<file path="config.mk">
export PLATFORM = sky130hd
export DESIGN_NAME = meas_result_buf
export DESIGN_NICKNAME = d
export VERILOG_FILES = /design/src/rtl/meas_result_buf_pkg.sv /design/src/rtl/meas_result_buf_fwft_fifo.sv /design/src/rtl/meas_result_buf.sv
export SDC_FILE = /design/constraint.sdc
export NUM_CORES = 2
export LEC_CHECK = 0
export BUFFER_PORTS_ARGS = -buffer_cell sky130_fd_sc_hd__buf_2
export CORE_ASPECT_RATIO = 0.5
export CORE_UTILIZATION = 25
export CTS_CLUSTER_SIZE = 8
export DETAILED_ROUTE_END_ITERATION = 8
export PLACE_DENSITY_LB_ADDON = 0.3
export SLEW_MARGIN = 20
export SYNTH_ARGS = -nofsm -noshare
export SYNTH_HDL_FRONTEND = slang
export SYNTH_SLANG_ARGS = --single-unit
</file>
<file path="constraint.sdc">
create_clock -name clk -period 26.1 [get_ports clk]
set_input_delay 5.22 -clock clk [delete_from_list [all_inputs] [get_ports clk]]
set_output_delay 5.22 -clock clk [all_outputs]
set_load 0.005 [all_outputs]
</file>
<file path="src/rtl/meas_result_buf_pkg.sv">
// Shared record layout for measurement results and a saturating-increment helper.
// The host-side unpacker and the bench decode rd_data using the offsets defined here.
package meas_result_buf_pkg;

  localparam int XACC_LSB = 0;
  localparam int YACC_LSB = 32;
  localparam int TAG_LSB  = 64;
  localparam int DEF_TAGW = 8;

  function automatic int rx_bit(input int tagw);
    return 64 + tagw;
  endfunction

  function automatic int ry_bit(input int tagw);
    return 65 + tagw;
  endfunction

  localparam int RX_BIT = 64 + DEF_TAGW;
  localparam int RY_BIT = 65 + DEF_TAGW;

  // Increments v and clamps the result at 2^w-1, so a w-bit counter never wraps.
  function automatic logic [63:0] sat_inc(input logic [63:0] v, input int unsigned w);
    logic [63:0] max_v;
    max_v = (w >= 64) ? '1 : ((64'd1 << w) - 64'd1);
    return (v >= max_v) ? max_v : v + 64'd1;
  endfunction

endpackage

</file>
<file path="src/rtl/meas_result_buf_fwft_fifo.sv">
// First-word-fall-through FIFO. dout is a register that holds the head entry,
// and the array holds the entries queued behind it. Writes and reads follow
// strict valid/ready rules: a read happens only when valid & rd are both high,
// and a write is taken when wr is high and the FIFO is not full, or is full
// but is being read in the same cycle.
module fwft_fifo
  import meas_result_buf_pkg::*;
#(
  parameter  int dw    = 74,
  parameter  int depth = 16,
  localparam int dl    = $clog2(depth)
) (
  input  logic          clk,
  input  logic          reset_n,
  input  logic          clr,
  input  logic [dw-1:0] din,
  input  logic          wr,
  output logic          full,
  output logic [dw-1:0] dout,
  output logic          valid,
  input  logic          rd,
  output logic [dl:0]   level
);

  logic [dw-1:0] mem_q [depth];
  logic [dw-1:0] dout_q, dout_d;
  logic          valid_q, valid_d;
  logic [dl-1:0] wr_ptr_q, wr_ptr_d;
  logic [dl-1:0] rd_ptr_q, rd_ptr_d;
  logic [dl:0]   level_q, level_d;
  logic          mem_we;
  logic          rd_eff;
  logic          wr_eff;
  logic          stored_empty;

  assign full         = (level_q == (dl+1)'(depth));
  assign rd_eff       = rd & valid_q;
  assign wr_eff       = wr & (~full | rd_eff);
  // Nothing waits behind the head register when at most one entry is held.
  assign stored_empty = (level_q <= (dl+1)'(1));

  always_comb begin
    dout_d   = dout_q;
    valid_d  = valid_q;
    wr_ptr_d = wr_ptr_q;
    rd_ptr_d = rd_ptr_q;
    level_d  = level_q;
    mem_we   = 1'b0;
    if (clr) begin
      dout_d   = '0;
      valid_d  = 1'b0;
      wr_ptr_d = '0;
      rd_ptr_d = '0;
      level_d  = '0;
    end else begin
      case ({wr_eff, rd_eff})
        2'b10: begin
          if (!valid_q) begin
            dout_d  = din;
            valid_d = 1'b1;
          end else begin
            mem_we   = 1'b1;
            wr_ptr_d = wr_ptr_q + dl'(1);
          end
          level_d = level_q + (dl+1)'(1);
        end
        2'b01: begin
          if (stored_empty) begin
            valid_d = 1'b0;
          end else begin
            dout_d   = mem_q[rd_ptr_q];
            rd_ptr_d = rd_ptr_q + dl'(1);
          end
          level_d = level_q - (dl+1)'(1);
        end
        2'b11: begin
          if (stored_empty) begin
            dout_d = din;
          end else begin
            dout_d   = mem_q[rd_ptr_q];
            rd_ptr_d = rd_ptr_q + dl'(1);
            mem_we   = 1'b1;
            wr_ptr_d = wr_ptr_q + dl'(1);
          end
        end
        default: ;
      endcase
    end
  end

  always_ff @(posedge clk or negedge reset_n) begin
    if (!reset_n) begin
      dout_q   <= '0;
      valid_q  <= 1'b0;
      wr_ptr_q <= '0;
      rd_ptr_q <= '0;
      level_q  <= '0;
    end else begin
      dout_q   <= dout_d;
      valid_q  <= valid_d;
      wr_ptr_q <= wr_ptr_d;
      rd_ptr_q <= rd_ptr_d;
      level_q  <= level_d;
    end
  end

  // The storage array has no reset. Every entry is written before it is read.
  always_ff @(posedge clk) begin
    if (mem_we) mem_q[wr_ptr_q] <= din;
  end

  assign dout  = dout_q;
  assign valid = valid_q;
  assign level = level_q;

endmodule

</file>
<file path="src/rtl/meas_result_buf.sv">
// Measurement result buffer. It captures one record per done strobe into a
// FWFT FIFO and keeps saturating counts of shots, ones and dropped records.
module meas_result_buf
  import meas_result_buf_pkg::*;
#(
  parameter  int depth = 16,
  parameter  int tagw  = 8,
  parameter  int cntw  = 32,
  localparam int dl    = $clog2(depth),
  localparam int recw  = 2 + tagw + 64
) (
  input  logic            clk,
  input  logic            reset_n,
  input  logic            done,
  input  logic            resultx,
  input  logic            resulty,
  input  logic [31:0]     xacc,
  input  logic [31:0]     yacc,
  input  logic [tagw-1:0] tag,
  input  logic            clear,
  output logic            rd_valid,
  input  logic            rd_ready,
  output logic [recw-1:0] rd_data,
  output logic [dl:0]     level,
  output logic [cntw-1:0] shots,
  output logic [cntw-1:0] ones,
  output logic [cntw-1:0] drops,
  output logic            overflow
);

  logic            full;
  logic            pop;
  logic            push;
  logic            drop;
  logic [recw-1:0] rec;
  logic [cntw-1:0] shots_q, shots_d;
  logic [cntw-1:0] ones_q, ones_d;
  logic [cntw-1:0] drops_q, drops_d;
  logic            overflow_q, overflow_d;

  assign rec  = {resulty, resultx, tag, yacc, xacc};
  assign pop  = rd_valid & rd_ready;
  // clear has priority, so a done in the same cycle is neither stored nor counted.
  assign push = done & ~clear & (~full | pop);
  assign drop = done & ~clear & full & ~pop;

  fwft_fifo #(
    .dw    (recw),
    .depth (depth)
  ) u_fifo (
    .clk     (clk),
    .reset_n (reset_n),
    .clr     (clear),
    .din     (rec),
    .wr      (push),
    .full    (full),
    .dout    (rd_data),
    .valid   (rd_valid),
    .rd      (rd_ready),
    .level   (level)
  );

  always_comb begin
    shots_d    = shots_q;
    ones_d     = ones_q;
    drops_d    = drops_q;
    overflow_d = overflow_q;
    if (clear) begin
      shots_d    = '0;
      ones_d     = '0;
      drops_d    = '0;
      overflow_d = 1'b0;
    end else begin
      if (push) begin
        shots_d = cntw'(sat_inc(64'(shots_q), cntw));
        if (resultx) ones_d = cntw'(sat_inc(64'(ones_q), cntw));
      end
      if (drop) begin
        drops_d    = cntw'(sat_inc(64'(drops_q), cntw));
        overflow_d = 1'b1;
      end
    end
  end

  always_ff @(posedge clk or negedge reset_n) begin
    if (!reset_n) begin
      shots_q    <= '0;
      ones_q     <= '0;
      drops_q    <= '0;
      overflow_q <= 1'b0;
    end else begin
      shots_q    <= shots_d;
      ones_q     <= ones_d;
      drops_q    <= drops_d;
      overflow_q <= overflow_d;
    end
  end

  assign shots    = shots_q;
  assign ones     = ones_q;
  assign drops    = drops_q;
  assign overflow = overflow_q;

endmodule

</file>
==> results.toml <==
[synthesis]
async_flop_share_pct = 13.5
synth_area_per_cell_um2 = 19.6
seq_area_frac_synth_pct = 74.9
syn-instance-count = 2742
synth_top_cell_by_area = "edfxtp_1"
yosysUniqueCellTypes = 72
synth_ff_type = "edfxtp_1"
synth_seq_cells = 1369
synth_area_leaders = "edfxtp_1 66%, mux4_2 12%, dfrtp_1 8.6%, a22oi_1 2.1%, a221o_1 1.4%"
synth-edff-count = 1184
yosysWarnings = 0
synth_fp_nets = 2833
yosysTopAreaCellShare_pct = 66.3
netlist_area_um2 = 53600

[clocking]
cts_num_sinks = 1369
h-tree-depth = 4
clk_pin_slew_ps = 50
cts_tree = "done"
post_cts_buffers = 0
clockRootBuffer = "clkbuf_16"
clock_latency_ps = 820
cts-resized-gates = 0
ctsHoldBuffers = 0
clk_path_buf_depth = 3
numCtsBuffers = 189

[critical_path]
crit_end = "u_fifo.mem_q[5][65]$_DFFE_PP_"
r2r_start = "u_fifo.rd_ptr_q[0]$_DFFE_PN0P_"
worstSetupPathType = "in2reg"
crit_fanout = 43
arrival_ps = 8350
cpMaxStageDelayCell = "buf_4"
crit_path_frequent_cell = "buf_4"
start_kind = "input port"
slowest_delay_ps = 790
worstPathRequired_ps = 26490
crit_start = "clear"
r2r-end = "u_fifo.dout[19]$_DFFE_PN0P_"
path_cells = "buf_4, nor2b_1, o211ai_1, nor3b_1, and2_4, buf_4"
r2r_cells = 7
endpoint_kind = "register"
rrSetupSlack_ps = 20800

[die]
ios = 256
die_w_um = 657
core_um2 = 212000
die_height_um = 329
rows = 119
die-area_um2 = 216000
initial_core_util_pct = 25.3

[pwr]
power_leakage_nw = 20.8
switching_share_pct = 21.6
power_frac_seq_pct = 49.3
p_int_w = 0.00384
p_per_area_nw_per_um2 = 76.6
clkPwrFrac_pct = 47.2
net-switching-power_w = 0.00106
vdd_drop_max_uv = 70.5
combPwrFrac_pct = 3.5

[cells_and_area]
nets = 3161
layoutNonFillerInstCount = 6071
seq_area_um2 = 40200
final_cell_mix = "1184 x edfxtp_1, 296 x mux4_2, 253 x buf_2"
layout_commonest_cell = "edfxtp_1"
syn2layout_area_growth_pct = 19.3
fill_cells = 20700
multi_input_area_um2 = 12700
design_area_um2 = 64000
fin_util_pct = 30.2
layout-drive-gt1-share_pct = 26.6

[grt]
grt_max_degree = 97
grt_overflow = 0
grt_usage_pct = 13.2
grt_pass1_wl_um = 210000
grt_pass1_vias = 29700
antenna_found_initial = 7

[timing]
slew_headroom_pct = 24.3
final.period_utilization_pct = 30.5
rsz0062_at_grt = "no"
tns_ps = 0
period_needed_ps = 7960
worstMarginPinSlew_ps = 1140
finalSetupViolCount = 0
hold_ws_ps = 498
skew_ps = 83.1
maxClockFrequency_mhz = 126
slew_viol_final = 0
hold_viol_final = 0

[route]
wl_per_cell_um = 23.8
routed_wl_um = 145000
drtPass1Iterations = 6
route.vias.total = 28800
drc = 0
dr.first_iter.drc_count = 2495
detail-route-antenna-nets = 0
via_per_inst = 4.75

[flow_run]
maxCapViolCount = 0

[placement]
dp.cells = 5721
post_dp_cell_area_um2 = 58300
place_congestion = 0.765
port_buffers = 255
hpwlAfterDp_um = 83200

[run_status]
status = "finished, final reports clean"

[hold_path]
worstHoldPathType = "reg2reg"
-- layout make-up --
type / instances / area share (%)
Clock inverter: 14 / 0.526
Inverter: 24 / 0.141
Sequential cell: 1369 / 62.8
Antenna cell: 1 / 0.00391
Multi-Input combinational cell: 1177 / 19.9
Clock buffer: 334 / 8.33
Timing Repair Buffer: 309 / 2.70
Tap cell: 2843 / 5.56
-- critical path: cells and delay by family --
kind                   cells  cell delay [ps]
AND/OR/NAND/NOR            3             1620
buffers and inverters      2              990
AO/OA/AOI/OAI              1              470
-- metrics by stage --
stage,total power [W],worst slack (ps)
2_1_floorplan,0.00254,12420
3_3_place_gp,0.00263,17370
3_5_place_dp,0.00263,17380
4_1_cts,0.00496,18210
5_1_grt,0.00507,17930
6_report,0.00490,18140
-- metal layers --
| layer | track usage [%] | part of all wire [%] | wire length, µm | vias up |
|---|---|---|---|---|
| li1 | - | - | - | 12300 |
| met1 | 17.2 | 42 | 61400 | 15500 |
| met2 | 22.3 | 50 | 72500 | 812 |
| met3 | 2.55 | 5.2 | 7480 | 210 |
| met4 | 3.83 | 2.3 | 3300 | 2 |
| met5 | 0 | 0.0076 | 11 | - |
-- power by group through the flow --
| stage | clock network [W] | registers, W | logic, W |
|---|---|---|---|
| 2_1_floorplan | 0 | 0.00245 | 0.0000911 |
| 3_3_place_gp | 0 | 0.00246 | 0.000174 |
| 3_5_place_dp | 0 | 0.00246 | 0.000177 |
| 4_1_cts | 0.00237 | 0.00242 | 0.000178 |
| 5_1_grt | 0.00246 | 0.00241 | 0.000189 |
| 6_report | 0.00231 | 0.00242 | 0.000173 |
-- sequential cells by signal, indices dropped and copies added, names as in the netlist, 4 cells and up --
register and count:
u_fifo.wr_ptr_q 4, u_fifo.mem_q 1184, ones 32, u_fifo.dout 74
u_fifo.rd_ptr_q 4, drops 32, shots 32, u_fifo.level 5
-- kinds of logic (layout without fill, tap and decap cells) --
family | count (synthesis) | after routing | synth area share, %
adders and majority gates | 13 | 13 | 0.299
and+or+nand+nor | 360 | 360 | 3.91
buffers and inverters | 196 | 681 | 1.55
AOI/OAI and AO/OA | 489 | 489 | 6.55
xor gates and xnor gates | 11 | 11 | 0.180
muxes | 304 | 304 | 12.6
DFF | 1369 | 1369 | 74.9
other | 0 | 1 | 0
-- cells in the mapped netlist (6+ instances only) --
cell type / number
a22oi_1: 149
a221o_1: 74
clkbuf_1: 105
dfrtp_1: 185
buf_2: 53
a41o_1: 12
o211a_1: 6
a31oi_1: 28
ha_1: 12
buf_1: 7
nor4_1: 14
nor2_1: 67
o21ai_0: 34
a41oi_1: 6
nand4_1: 23
inv_1: 23
mux2i_1: 8
nand3_1: 38
and3_1: 36
nor3_1: 41
a311oi_1: 9
edfxtp_1: 1184
and4_1: 31
and2_1: 20
nand2_1: 39
a211oi_1: 22
xor2_1: 6
nor3b_1: 6
a21oi_1: 124
mux4_2: 296
-- worst min path at each step --
stage	startpoint	end	slack [ps]	cells after the start
final	shots[8]$_DFFE_PN0P_	shots[8]$_DFFE_PN0P_	500	1
after global routing	u_fifo.dout[59]$_DFFE_PN0P_	u_fifo.dout[59]$_DFFE_PN0P_	520	1
after CTS	shots[8]$_DFFE_PN0P_	shots[8]$_DFFE_PN0P_	500	1
after detailed placement	u_fifo.dout[42]$_DFFE_PN0P_	u_fifo.dout[42]$_DFFE_PN0P_	490	1
after global placement	shots[8]$_DFFE_PN0P_	shots[8]$_DFFE_PN0P_	480	1
after floorplan	overflow$_DFFE_PN0P_	overflow$_DFFE_PN0P_	480	1
Power figures use the tool's default switching activity.
